--- config.mk ---
export PLATFORM = sky130hd
export DESIGN_NAME = pipe_ctrl_flat
export DESIGN_NICKNAME = d
export VERILOG_FILES = /design/src/rtl/pipe_ctrl_if.sv /design/src/rtl/pipe_ctrl.sv /design/src/flat_wrapper.sv
export SDC_FILE = /design/constraint.sdc
export NUM_CORES = 1
export LEC_CHECK = 0
export ABC_CLOCK_PERIOD_IN_PS = 2700
export CORE_MARGIN = 5
export CORE_UTILIZATION = 51
export CTS_BUF_LIST = sky130_fd_sc_hd__clkbuf_4
export DETAILED_ROUTE_END_ITERATION = 16
export PLACE_DENSITY = 0.92
export SYNTH_ARGS = -nofsm -noshare
export SYNTH_HDL_FRONTEND = slang
export SYNTH_SLANG_ARGS = --single-unit
--- constraint.sdc ---
create_clock -name clk -period 2.7 [get_ports clk]
set_input_delay 0.27 -clock clk [delete_from_list [all_inputs] [get_ports clk]]
set_output_delay 0.27 -clock clk [all_outputs]
set_load 0.1 [all_outputs]
--- src/rtl/pipe_ctrl_if.sv ---
// Handshake bundle between the 5-stage core and pipe_ctrl: stall requests and branch
// resolution in, stall vector, redirect, multi-cycle status and perf counters out.
interface pipe_ctrl_if;
    logic        req_if;
    logic        req_id;
    logic        mc_start;
    logic        req_mem;
    logic        branch_taken;
    logic [31:0] branch_target;
    logic [5:0]  stall;
    logic        flush;
    logic [31:0] new_pc;
    logic        mc_busy;
    logic        mc_done;
    logic [31:0] stall_cycles;
    logic [15:0] flush_count;
    logic [1:0]  state_dbg;

    // The core side drives requests; pipe_ctrl answers combinationally in the same cycle.
    modport master (
        output req_if, req_id, mc_start, req_mem, branch_taken, branch_target,
        input  stall, flush, new_pc, mc_busy, mc_done, stall_cycles, flush_count, state_dbg
    );
    modport slave (
        input  req_if, req_id, mc_start, req_mem, branch_taken, branch_target,
        output stall, flush, new_pc, mc_busy, mc_done, stall_cycles, flush_count, state_dbg
    );
endinterface

--- src/rtl/pipe_ctrl.sv ---
// Pipeline control: stall arbitration, multi-cycle EX sequencing and deferred branch redirect.
// Optional perf counters (stall_cycles, flush_count) are built only when STALL_PERF_EN is defined.
module pipe_ctrl #(
    parameter int MC_CYCLES = 4,
    parameter int CNT_W     = 6
) (
    input  logic        clk,
    input  logic        rst,
    pipe_ctrl_if.slave  bus
);
    typedef enum logic [1:0] {
        RUN  = 2'd0,
        MC   = 2'd1,
        PEND = 2'd2
    } state_e;

    localparam logic [CNT_W-1:0] MC_LOAD = CNT_W'(MC_CYCLES - 1);
    localparam logic [CNT_W-1:0] CNT_ONE = CNT_W'(1);

    state_e           state_q, state_d;
    logic [CNT_W-1:0] cnt_q, cnt_d;
    logic             pend_q, pend_d;
    logic [31:0]      pend_pc_q, pend_pc_d;
    logic [31:0]      new_pc_q;

    logic        mc_act;
    logic        mc_busy;
    logic        blocking;
    logic        flush;
    logic [31:0] flush_pc;
    logic [5:0]  stall;
    logic        mc_done;

    // Stall arbitration and redirect; a flush always clears the stall vector.
    always_comb begin
        mc_act   = bus.mc_start && (state_q != MC);
        mc_busy  = (state_q == MC) || mc_act;
        blocking = bus.req_mem || mc_busy;
        flush    = 1'b0;
        flush_pc = new_pc_q;
        stall    = 6'b000000;
        if (!blocking) begin
            if (state_q == PEND) begin
                flush    = 1'b1;
                flush_pc = pend_pc_q;
            end else if (bus.branch_taken) begin
                flush    = 1'b1;
                flush_pc = bus.branch_target;
            end
        end
        if (flush)               stall = 6'b000000;
        else if (bus.req_mem)    stall = 6'b011111;
        else if (mc_busy)        stall = 6'b001111;
        else if (bus.req_id)     stall = 6'b000111;
        else if (bus.req_if)     stall = 6'b000011;
    end

    always_comb begin
        state_d   = state_q;
        cnt_d     = cnt_q;
        pend_d    = pend_q;
        pend_pc_d = pend_pc_q;
        mc_done   = 1'b0;
        case (state_q)
            RUN: begin
                if (mc_act && !bus.req_mem) begin
                    // mc_start beats a simultaneous branch, which then waits behind the op
                    state_d = MC;
                    cnt_d   = MC_LOAD;
                    pend_d  = bus.branch_taken;
                    if (bus.branch_taken) pend_pc_d = bus.branch_target;
                end else if (bus.branch_taken && blocking) begin
                    state_d   = PEND;
                    pend_pc_d = bus.branch_target;
                end
            end
            MC: begin
                if (bus.branch_taken && !pend_q) begin
                    pend_d    = 1'b1;
                    pend_pc_d = bus.branch_target;
                end
                if (!bus.req_mem) begin
                    if (cnt_q == CNT_ONE) begin
                        mc_done = 1'b1;
                        state_d = pend_d ? PEND : RUN;
                        pend_d  = 1'b0;
                        cnt_d   = '0;
                    end else begin
                        cnt_d = cnt_q - CNT_ONE;
                    end
                end
            end
            PEND: begin
                if (flush) begin
                    state_d = RUN;
                end else if (mc_act && !bus.req_mem) begin
                    state_d = MC;
                    cnt_d   = MC_LOAD;
                    pend_d  = 1'b1;
                end
            end
            default: state_d = RUN;
        endcase
    end

    always_ff @(posedge clk) begin
        if (rst) begin
            state_q   <= RUN;
            cnt_q     <= '0;
            pend_q    <= 1'b0;
            pend_pc_q <= '0;
            new_pc_q  <= '0;
        end else begin
            state_q   <= state_d;
            cnt_q     <= cnt_d;
            pend_q    <= pend_d;
            pend_pc_q <= pend_pc_d;
            new_pc_q  <= flush_pc;
        end
    end

    // Outputs are forced quiet for the whole reset cycle, not just after it.
    assign bus.stall     = rst ? 6'b0  : stall;
    assign bus.flush     = rst ? 1'b0  : flush;
    assign bus.new_pc    = rst ? 32'b0 : flush_pc;
    assign bus.mc_busy   = rst ? 1'b0  : mc_busy;
    assign bus.mc_done   = rst ? 1'b0  : mc_done;
    assign bus.state_dbg = state_q;

`ifdef STALL_PERF_EN
    logic [31:0] stall_cnt_q;
    logic [15:0] flush_cnt_q;

    always_ff @(posedge clk) begin
        if (rst) begin
            stall_cnt_q <= '0;
            flush_cnt_q <= '0;
        end else begin
            if ((stall != 6'b0) && !(&stall_cnt_q)) stall_cnt_q <= stall_cnt_q + 32'd1;
            if (flush && !(&flush_cnt_q))           flush_cnt_q <= flush_cnt_q + 16'd1;
        end
    end

    assign bus.stall_cycles = rst ? 32'b0 : stall_cnt_q;
    assign bus.flush_count  = rst ? 16'b0 : flush_cnt_q;
`else
    assign bus.stall_cycles = 32'b0;
    assign bus.flush_count  = 16'b0;
`endif
endmodule

--- src/flat_wrapper.sv ---
// flat-port wrapper written by rule: the top's interface ports become plain ports
module pipe_ctrl_flat 
#(
    parameter int MC_CYCLES = 4,
    parameter int CNT_W     = 6
)
  (clk, rst, bus_req_if, bus_req_id, bus_mc_start, bus_req_mem, bus_branch_taken, bus_branch_target, bus_stall, bus_flush, bus_new_pc, bus_mc_busy, bus_mc_done, bus_stall_cycles, bus_flush_count, bus_state_dbg);
  pipe_ctrl_if bus_i ();
  input  logic clk;
  input  logic rst;
  input wire logic [$bits(bus_i.req_if)-1:0] bus_req_if;
  input wire logic [$bits(bus_i.req_id)-1:0] bus_req_id;
  input wire logic [$bits(bus_i.mc_start)-1:0] bus_mc_start;
  input wire logic [$bits(bus_i.req_mem)-1:0] bus_req_mem;
  input wire logic [$bits(bus_i.branch_taken)-1:0] bus_branch_taken;
  input wire logic [$bits(bus_i.branch_target)-1:0] bus_branch_target;
  output wire logic [$bits(bus_i.stall)-1:0] bus_stall;
  output wire logic [$bits(bus_i.flush)-1:0] bus_flush;
  output wire logic [$bits(bus_i.new_pc)-1:0] bus_new_pc;
  output wire logic [$bits(bus_i.mc_busy)-1:0] bus_mc_busy;
  output wire logic [$bits(bus_i.mc_done)-1:0] bus_mc_done;
  output wire logic [$bits(bus_i.stall_cycles)-1:0] bus_stall_cycles;
  output wire logic [$bits(bus_i.flush_count)-1:0] bus_flush_count;
  output wire logic [$bits(bus_i.state_dbg)-1:0] bus_state_dbg;
  assign bus_i.req_if = bus_req_if;
  assign bus_i.req_id = bus_req_id;
  assign bus_i.mc_start = bus_mc_start;
  assign bus_i.req_mem = bus_req_mem;
  assign bus_i.branch_taken = bus_branch_taken;
  assign bus_i.branch_target = bus_branch_target;
  assign bus_stall = bus_i.stall;
  assign bus_flush = bus_i.flush;
  assign bus_new_pc = bus_i.new_pc;
  assign bus_mc_busy = bus_i.mc_busy;
  assign bus_mc_done = bus_i.mc_done;
  assign bus_stall_cycles = bus_i.stall_cycles;
  assign bus_flush_count = bus_i.flush_count;
  assign bus_state_dbg = bus_i.state_dbg;
  pipe_ctrl #(.MC_CYCLES(MC_CYCLES), .CNT_W(CNT_W)) u_core (.clk(clk), .rst(rst), .bus(bus_i));
endmodule
==> results of run 1 <==
==> sequential cells by signal, summed over array words and instances (netlist names) <==
register / count
u_core.bus.state_dbg: 2
u_core.cnt_q: 6
u_core.new_pc_q: 32
u_core.pend_pc_q: 32
u_core.pend_q: 1
==> layout make-up <==
cell class,instances,area [µm²],area share [%]
well taps,102,128,2.25
clock buffers,10,75.1,1.32
clock inverters,5,129,2.27
multi-input cells,317,2480,43.7
flip-flops and latches,73,1470,25.9
inverters,9,33.8,0.596
repair buffers,94,1360,23.9
==> worst register-to-register path, delay by kind of cell (launching register included) <==
family                   cells  cell delay, ps
buffers and inverters        3             380
multiplexers                 1             270
AO/OA/AOI/OAI                1             150
AND/OR/NAND/NOR              1             400
flip-flops                   1             390
adder cells (fa/ha/maj)      1             200
==> power groups by stage <==
stage	logic (mW)	clock network [mW]	registers, mW
after floorplan	2.33	0	1.49
after global placement	2.99	0	1.41
after detailed placement	3.06	0	1.42
after CTS	3.10	0.971	1.40
after global routing	3.27	1.01	1.42
final	3.10	0.951	1.40
==> routing by layer <==
metal | vias to the layer above | GRT usage (%)
li1 | 1548 | -
met1 | 1543 | 24.3
met2 | 129 | 35.2
met3 | 14 | 4.00
met4 | 0 | 6.20
met5 | - | 0
==> logic make-up after synthesis <==
kind of cell,synth area share (%)
AND/OR/NAND/NOR,20.7
buffers and inverters,15.1
AO/OA/AOI/OAI,17.8
flip-flops,35.6
multiplexers,8.83
adder cells (fa/ha/maj),1.83
other,0.0913
==> final timing paths <==
path	slack [ps]	start	cells after the start	end
worst max-delay path	130	u_core.bus.state_dbg[0]$_SDFFE_PP0P_	6	bus_new_pc[19]
worst min-delay path	380	rst	2	u_core.cnt_q[4]$_SDFFE_PP0P_
worst max register to register	780	u_core.bus.state_dbg[1]$_SDFFE_PP0P_	7	u_core.pend_pc_q[27]$_SDFFE_PP0P_
worst min register to register	470	u_core.pend_pc_q[17]$_SDFFE_PP0P_	2	u_core.pend_pc_q[17]$_SDFFE_PP0P_
==> cells in the final DEF, fill, tap and decap left out, drive strengths merged <==
cell type      netlist  routed
clkinv               0       1
bufbuf               0       1
nand4b              33      33
clkbuf              13      11
bufinv               0       4
nand3b               1       1
o21ai               39      39
o41ai                1       1
clkdlybuf4s50        0      37
nor2b                2       2
nor2                46      46
o2bb2ai              1       1
nor3                 7       7
ha                   6       6
a311oi               1       1
a211oi              33      33
o21a                 2       2
dfxtp               73      73
mux2i               35      35
o21bai               1       1
buf                 72      55
a21oi                7       7
conb                 1      49
and2                 1       1
nand2b              37      37
a21boi               1       1
nand3                1       1
a211o                1       1
a221oi               2       2
nand4                2       2
nor3b                1       1
nor4                 3       3
inv                  9       9
or4                  3       3
o31ai                1       1
==> cells in the mapped netlist, types with 2 or more instances <==
master / count
a211oi_2: 32
a21oi_1: 7
a221oi_1: 2
buf_2: 10
buf_4: 54
buf_6: 7
clkbuf_1: 13
dfxtp_1: 73
ha_1: 6
inv_1: 8
mux2i_1: 34
nand2b_1: 37
nand4_1: 2
nand4b_1: 33
nor2_1: 45
nor2b_1: 2
nor3_1: 5
nor3_2: 2
nor4_1: 2
o21ai_0: 8
o21ai_1: 30
or4_1: 3
==> timing repair <==
| item | 4_1_cts | 5_1_grt |
|---|---|---|
| pin swaps | 0 | 2 |
| gates resized for setup | 1 | 1 |
| cloned | 1 | 1 |
| endpoints found under the setup margin | 2 | 14 |
==> impl_results.md, run 1 <==
* Post-layout util at around 73%
* Min cycle time layout at ~2600 ps
* Layout area overhead at 38.0%
* Synth Area per Inst at between 9 and 10 µm²
* DR WL met3 at a little under 600 µm
* Crit-path max FO at 18
* Setup Fix Bufs, Post-CTS at 0
* Register area share after synthesis at approximately 36%
* Post-DP HPWL at about 7 mm
* DRT Pass-1 Iters at 5
* Setup crit start kind: register
* Setup TNS at 0 ps
* Dominant synthesized flop cell: dfxtp_1
* Ys async rst share at 0%
* Vias/cell at around 5.3
* Die height at approximately 100 µm
* Nets at between 500 and 600
* P_leak at 2.01 nW
* First-pass GRT wire length at ~16 mm
* Initial core utilization at between 50% and 60%
* Synth cell types at 43
* #FFs+latches synth at between 70 and 80
* Sw Pwr at approximately 2.6 mW
* VDD IR max at 632 µV
* Routed met1 length at around 4.0 mm
* Netlist Area Pre-Place at approximately 0.004 mm²
* Num CTS Buffers at 9
* Core area at about 0.0078 mm²
* Std-Cell Rows at 32
* Share of cells above drive strength 1 at around a quarter
* Part of the power in combinational logic at ~57%
* Fmax at 0.390 GHz
* GR Overflow Total at 0
* Max-Cap Viols at 0
* Initial antenna violation count at 0
* Vias in the first global route at approximately 3,300
* Routed wl met2 at around 5.4 mm
* Number of port buffers at 80
* Worst hold slack at between 300 and 400 ps
* Worst slew margin at ~50%
* Ratio of final minimum period to clock period at 95.1%
* Root buffer cell: clkbuf_4
* Fin. Hold Viols at 0
* Buf+Inv Stages, Crit Path at 3
* Gpl congestion at around 0.87
* Crit path max-delay cell type: dfxtp_4
* Critical path's top delay family: buffers and inverters
* Cts hold-fix bufs at 0
* H-tree Lvls at 3
* Post-place setup slack at 274 ps
* YS warnings at 0
* DRT iter0 DRCs at approximately 110
* Net Sw Frac at a little under half
* Area after DPL at between 0.005 and 0.006 mm²
* Largest cells by area after synthesis: dfxtp_1 (36%), buf_4 (9.9%), a211oi_2 (9.7%)
* DRC errors left at 0
* DP Cell Count at between 500 and 600
* Sink Count at 73
* Die area at roughly 0.0099 mm²
* Max layer used: met4
* Max incr delay on CP at around 380 ps
* Area leader, netlist: dfxtp_1
* CP Class: reg -> out
* CTS tree: yes
* Critical Path RT at 2430 ps
* Post-synth top area share at between 30% and 40%
* Number of antenna diodes at 0
* Power Internal at between 2 and 3 mW
* Overall power at ~5.5 mW
* Largest net degree at the start of global routing at between 40 and 50
* Clk pwr share at around 17%
* Worst-margin pin slew at between 700 and 800 ps
* Worst Clk Skew at about 14 ps
* Mapped Cells at 436
* EDFF count, synth at 0
* Setup violators final at 0
* WP data arrival at 2300 ps
* Reg power frac at between 20% and 30%
* Crit path cell chain: inv_2 > ha_2 > buf_4 > mux2i_1 > a211oi_4 > buf_12
* HP Class: in -> reg
* Worst setup margin at between 100 and 150 ps
* Die Wd at between 90 and 100 µm
* Clock transition at path regs at 120 ps
* Skew-Pair Late Insertion Delay at 400 ps
* IO Pins at 130
* Status: finished, final reports clean
* Detailed-route wire length at 10.1 mm
* Power density over cell area at about 960 mW/mm²
* Finished Cell Area at ~0.0057 mm²
* GRT Overall Usage at 20.0%
* Final Max Slew Viols at 0
* RSZ-0062 raised after global routing: no
* Final cell count without fillers at 610
* Vias post-DR at roughly 3,200
* Crit. End Element: primary output
* WL per Instance at roughly 17 µm
* Final ANT Viol Nets at 0
* Filler instances at 520
* Buffer depth of the longest clock path at 2
Power figures use the tool's default switching activity.
==> run 2: changes to the inputs <==
--- a/config.mk
+++ b/config.mk
@@ -5,12 +5,13 @@
 export SDC_FILE = /design/constraint.sdc
 export NUM_CORES = 1
 export LEC_CHECK = 0
-export ABC_CLOCK_PERIOD_IN_PS = 2700
+export ABC_CLOCK_PERIOD_IN_PS = 2400
 export CORE_MARGIN = 5
-export CORE_UTILIZATION = 51
+export CORE_UTILIZATION = 48
 export CTS_BUF_LIST = sky130_fd_sc_hd__clkbuf_4
+export CTS_CLUSTER_DIAMETER = 60
 export DETAILED_ROUTE_END_ITERATION = 16
-export PLACE_DENSITY = 0.92
+export PLACE_DENSITY = 0.87
 export SYNTH_ARGS = -nofsm -noshare
 export SYNTH_HDL_FRONTEND = slang
 export SYNTH_SLANG_ARGS = --single-unit
==> constraint.sdc (replaced) <==
create_clock -name clk -period 2.4 [get_ports clk]
set_input_delay 0.24 -clock clk [delete_from_list [all_inputs] [get_ports clk]]
set_output_delay 0.24 -clock clk [all_outputs]
set_load 0.1 [all_outputs]
==> impl_results.md, run 2 (synthesis gave the netlist of run 1 again) <==
* WL per Instance at 16.8 µm (was 16.6 µm)
* Finished Cell Area at 0.00589 mm² (was 0.00567 mm²)
* Crit. End Element: primary output (unchanged)
* Min-delay src: rst (unchanged)
* Core area at 0.00826 mm² (was 0.00777 mm²)
* Buffer depth of the longest clock path at 2 (unchanged)
* Setup TNS at 0 ps (unchanged)
* Setup violators final at 0 (unchanged)
* Reg2reg end: u_core.pend_pc_q[27]$_SDFFE_PP0P_ (unchanged)
* Crit-path max FO at 8 (was 18)
* Worst hold endpoint: u_core.cnt_q[2]$_SDFFE_PP0P_ (was u_core.cnt_q[4]$_SDFFE_PP0P_)
* CTS tree: yes (unchanged)
* Ratio of final minimum period to clock period at ~100%
* Detailed-route wire length at 10.6 mm (was 10.1 mm)
* Most common cell after layout, fill and taps aside: dfxtp_1 (unchanged)
* Nets at 566 (was 549)
* Initial antenna violation count at 0 (unchanged)
* Vias in the first global route at 3,397 (was 3,252)
* Crit path cell chain: buf_4 > ha_4 > o21a_4 > buf_6 > buf_6 > a211oi_4 > buf_12 (was inv_2 > ha_2 > buf_4 > mux2i_1 > a211oi_4 > buf_12)
* Die Wd at 103 µm (was 99.7 µm)
* Worst-margin pin slew at 581 ps (was 759 ps)
* CP Class: reg -> out (unchanged)
* Largest net degree at the start of global routing at 62 (was 49)
* R2R cell count at 7 (unchanged)
* Root buffer cell: clkbuf_4 (unchanged)
* Fmax at 0.422 GHz
* Number of port buffers at 80 (unchanged)
* Post-layout util at 71.4% (was 73.0%)
* Largest regs: u_core.new_pc_q x32, u_core.pend_pc_q x32, u_core.cnt_q x6 (unchanged)
* Initial core utilization at 49.7% (was 52.9%)
* R2R Setup Slk at 540 ps (was 780 ps)
* P_leak at 2.11 nW (was 2.01 nW)
* Status: finished, final reports clean (unchanged)
* DRC errors left at 0 (unchanged)
* Max-Cap Viols at 0 (unchanged)
* Sink Count at 73 (unchanged)
* DP Cell Count at 598 (was 593)
* Crit path max-delay cell type: dfxtp_4 (unchanged)
* Worst Hold Depth at 3 (was 2)
* WP data arrival at 2130 ps (was 2300 ps)
* Vias post-DR at 3,362 (was 3,234)
* Most frequent cells in the layout: dfxtp_1 (71), conb_1 (49), buf_12 (45) (was dfxtp_1 (71), conb_1 (49), nor2_1 (45))
* Power density over cell area at 1060 mW/mm² (was 962 mW/mm²)
* Min cycle time layout at about 2400 ps
* Final cell count without fillers at 631 (was 610)
* Max incr delay on CP at 370 ps (was 380 ps)
* Worst Clk Skew at 16.7 ps (was 14.1 ps)
* VDD IR max at 819 µV (was 632 µV)
* DRT Pass-1 Iters at 4 (was 5)
* Post-DP HPWL at 6.87 mm (was 7.12 mm)
* Setup crit start kind: register (unchanged)
* Vias/cell at 5.33 (was 5.30)
* Critical Path RT at 2160 ps (was 2430 ps)
* Number of antenna diodes at 0 (unchanged)
* Die height at 103 µm (was 99.7 µm)
* R2R Path Start: u_core.bus.state_dbg[1]$_SDFFE_PP0P_ (unchanged)
* Num CTS Buffers at 9 (unchanged)
* Share of cells above drive strength 1 at 27.9% (was 23.8%)
* Die area at 0.0105 mm² (was 0.00995 mm²)
* Final ANT Viol Nets at 0 (unchanged)
* Clock transition at path regs at 120 ps (about the same)
* HP Class: in -> reg (unchanged)
* Worst slew margin at 60.9% (was 48.9%)
* Area after DPL at 0.00550 mm² (was 0.00539 mm²)
* Worst hold slack at 324 ps (was 375 ps)
* First-pass GRT wire length at 16.8 mm (was 16.1 mm)
* Skew-Pair Late Insertion Delay at 410 ps (was 400 ps)
* GR Util met3 at 4.40% (was 4.00%)
* GR Overflow Total at 0 (unchanged)
* DRT iter0 DRCs at 127 (was 113)
* Cts hold-fix bufs at 0 (unchanged)
* Final Max Slew Viols at 0 (unchanged)
* Buf+Inv Stages, Crit Path at 4 (was 3)
* Std-Cell Rows at 33 (was 32)
* GRT Overall Usage at 20.5% (was 20.0%)
* IO Pins at 130 (unchanged)
* GRT busiest layer: met2 (unchanged)
* Met2 Usage GRT at 36.0% (was 35.2%)
* Fin. Hold Viols at 0 (unchanged)
* Critical path's top delay family: buffers and inverters (unchanged)
* H-tree Lvls at 3 (unchanged)
* Critical path's most frequent cell: buf_6
* Met1 global-route usage at 24.3% (about the same)
* Layout area overhead at 43.5% (was 38.0%)
* RSZ-0062 raised after global routing: yes (was no)
* Gpl congestion at 0.797 (was 0.866)
## run 2: changes by cell type in the layout (fill, tap and decap cells not counted), moves of 3 or more
cell    change
buf_12      +7
buf_4       +5
buf_6       +6
buf_8       +3
nor2_1      -5
nor2_2      +5
## run 2: power by group
part,internal [mW],switching [mW]
Combinational,1.22,2.43
Sequential,1.44,0.137
Clock,0.552,0.443
Total,3.22,3.01
## run 2: cell type report
class | count | area [µm²]
Sequential cell | 73 | 1470
Fill cell | 568 | 2360
Timing Repair Buffer | 111 | 1530
Tap cell | 105 | 131
Clock buffer | 11 | 82.6
Inverter | 9 | 36.3
Clock inverter | 5 | 104
Multi-Input combinational cell | 317 | 2540
## run 2: how the worst max path moves through the flow
stage / startpoint / end / depth (start not counted)
after floorplan: u_core.bus.state_dbg[0]$_SDFFE_PP0P_ / bus_stall[1] / 8
after global placement: bus_req_mem / bus_new_pc[11] / 7
after detailed placement: bus_req_mem / bus_new_pc[20] / 7
after CTS: u_core.bus.state_dbg[0]$_SDFFE_PP0P_ / bus_stall[0] / 8
after global routing: u_core.bus.state_dbg[1]$_SDFFE_PP0P_ / bus_new_pc[24] / 8
final: u_core.bus.state_dbg[1]$_SDFFE_PP0P_ / bus_new_pc[23] / 7
## run 2: per-layer routing
metal / wire length (µm) / vias up
li1: - / 1581
met1: 4280 / 1649
met2: 5490 / 117
met3: 601 / 15
met4: 206 / 0
met5: 0 / -
## run 2: timing repair
action	in CTS	in global routing
cloned	3	0
setup buffers	15	4
setup endpoints to repair	36	35
pin swaps	16	17
gates resized for setup	9	17
## run 2: through the flow
step | setup WS, ps | power, mW
finish | 29.5 | 6.23
global route | -84.4 | 6.52
CTS | -67.9 | 6.25
detailed placement | 128 | 5.08
global placement | 190 | 4.98
floorplan | -393 | 4.34
## run 2: worst register-to-register path, stage by stage (launching register included)
cell	delay [ps]
dfxtp_4	370
inv_2	50
ha_4	160
buf_4	180
inv_2	130
mux2i_4	290
and2_4	410
o21ai_0	150
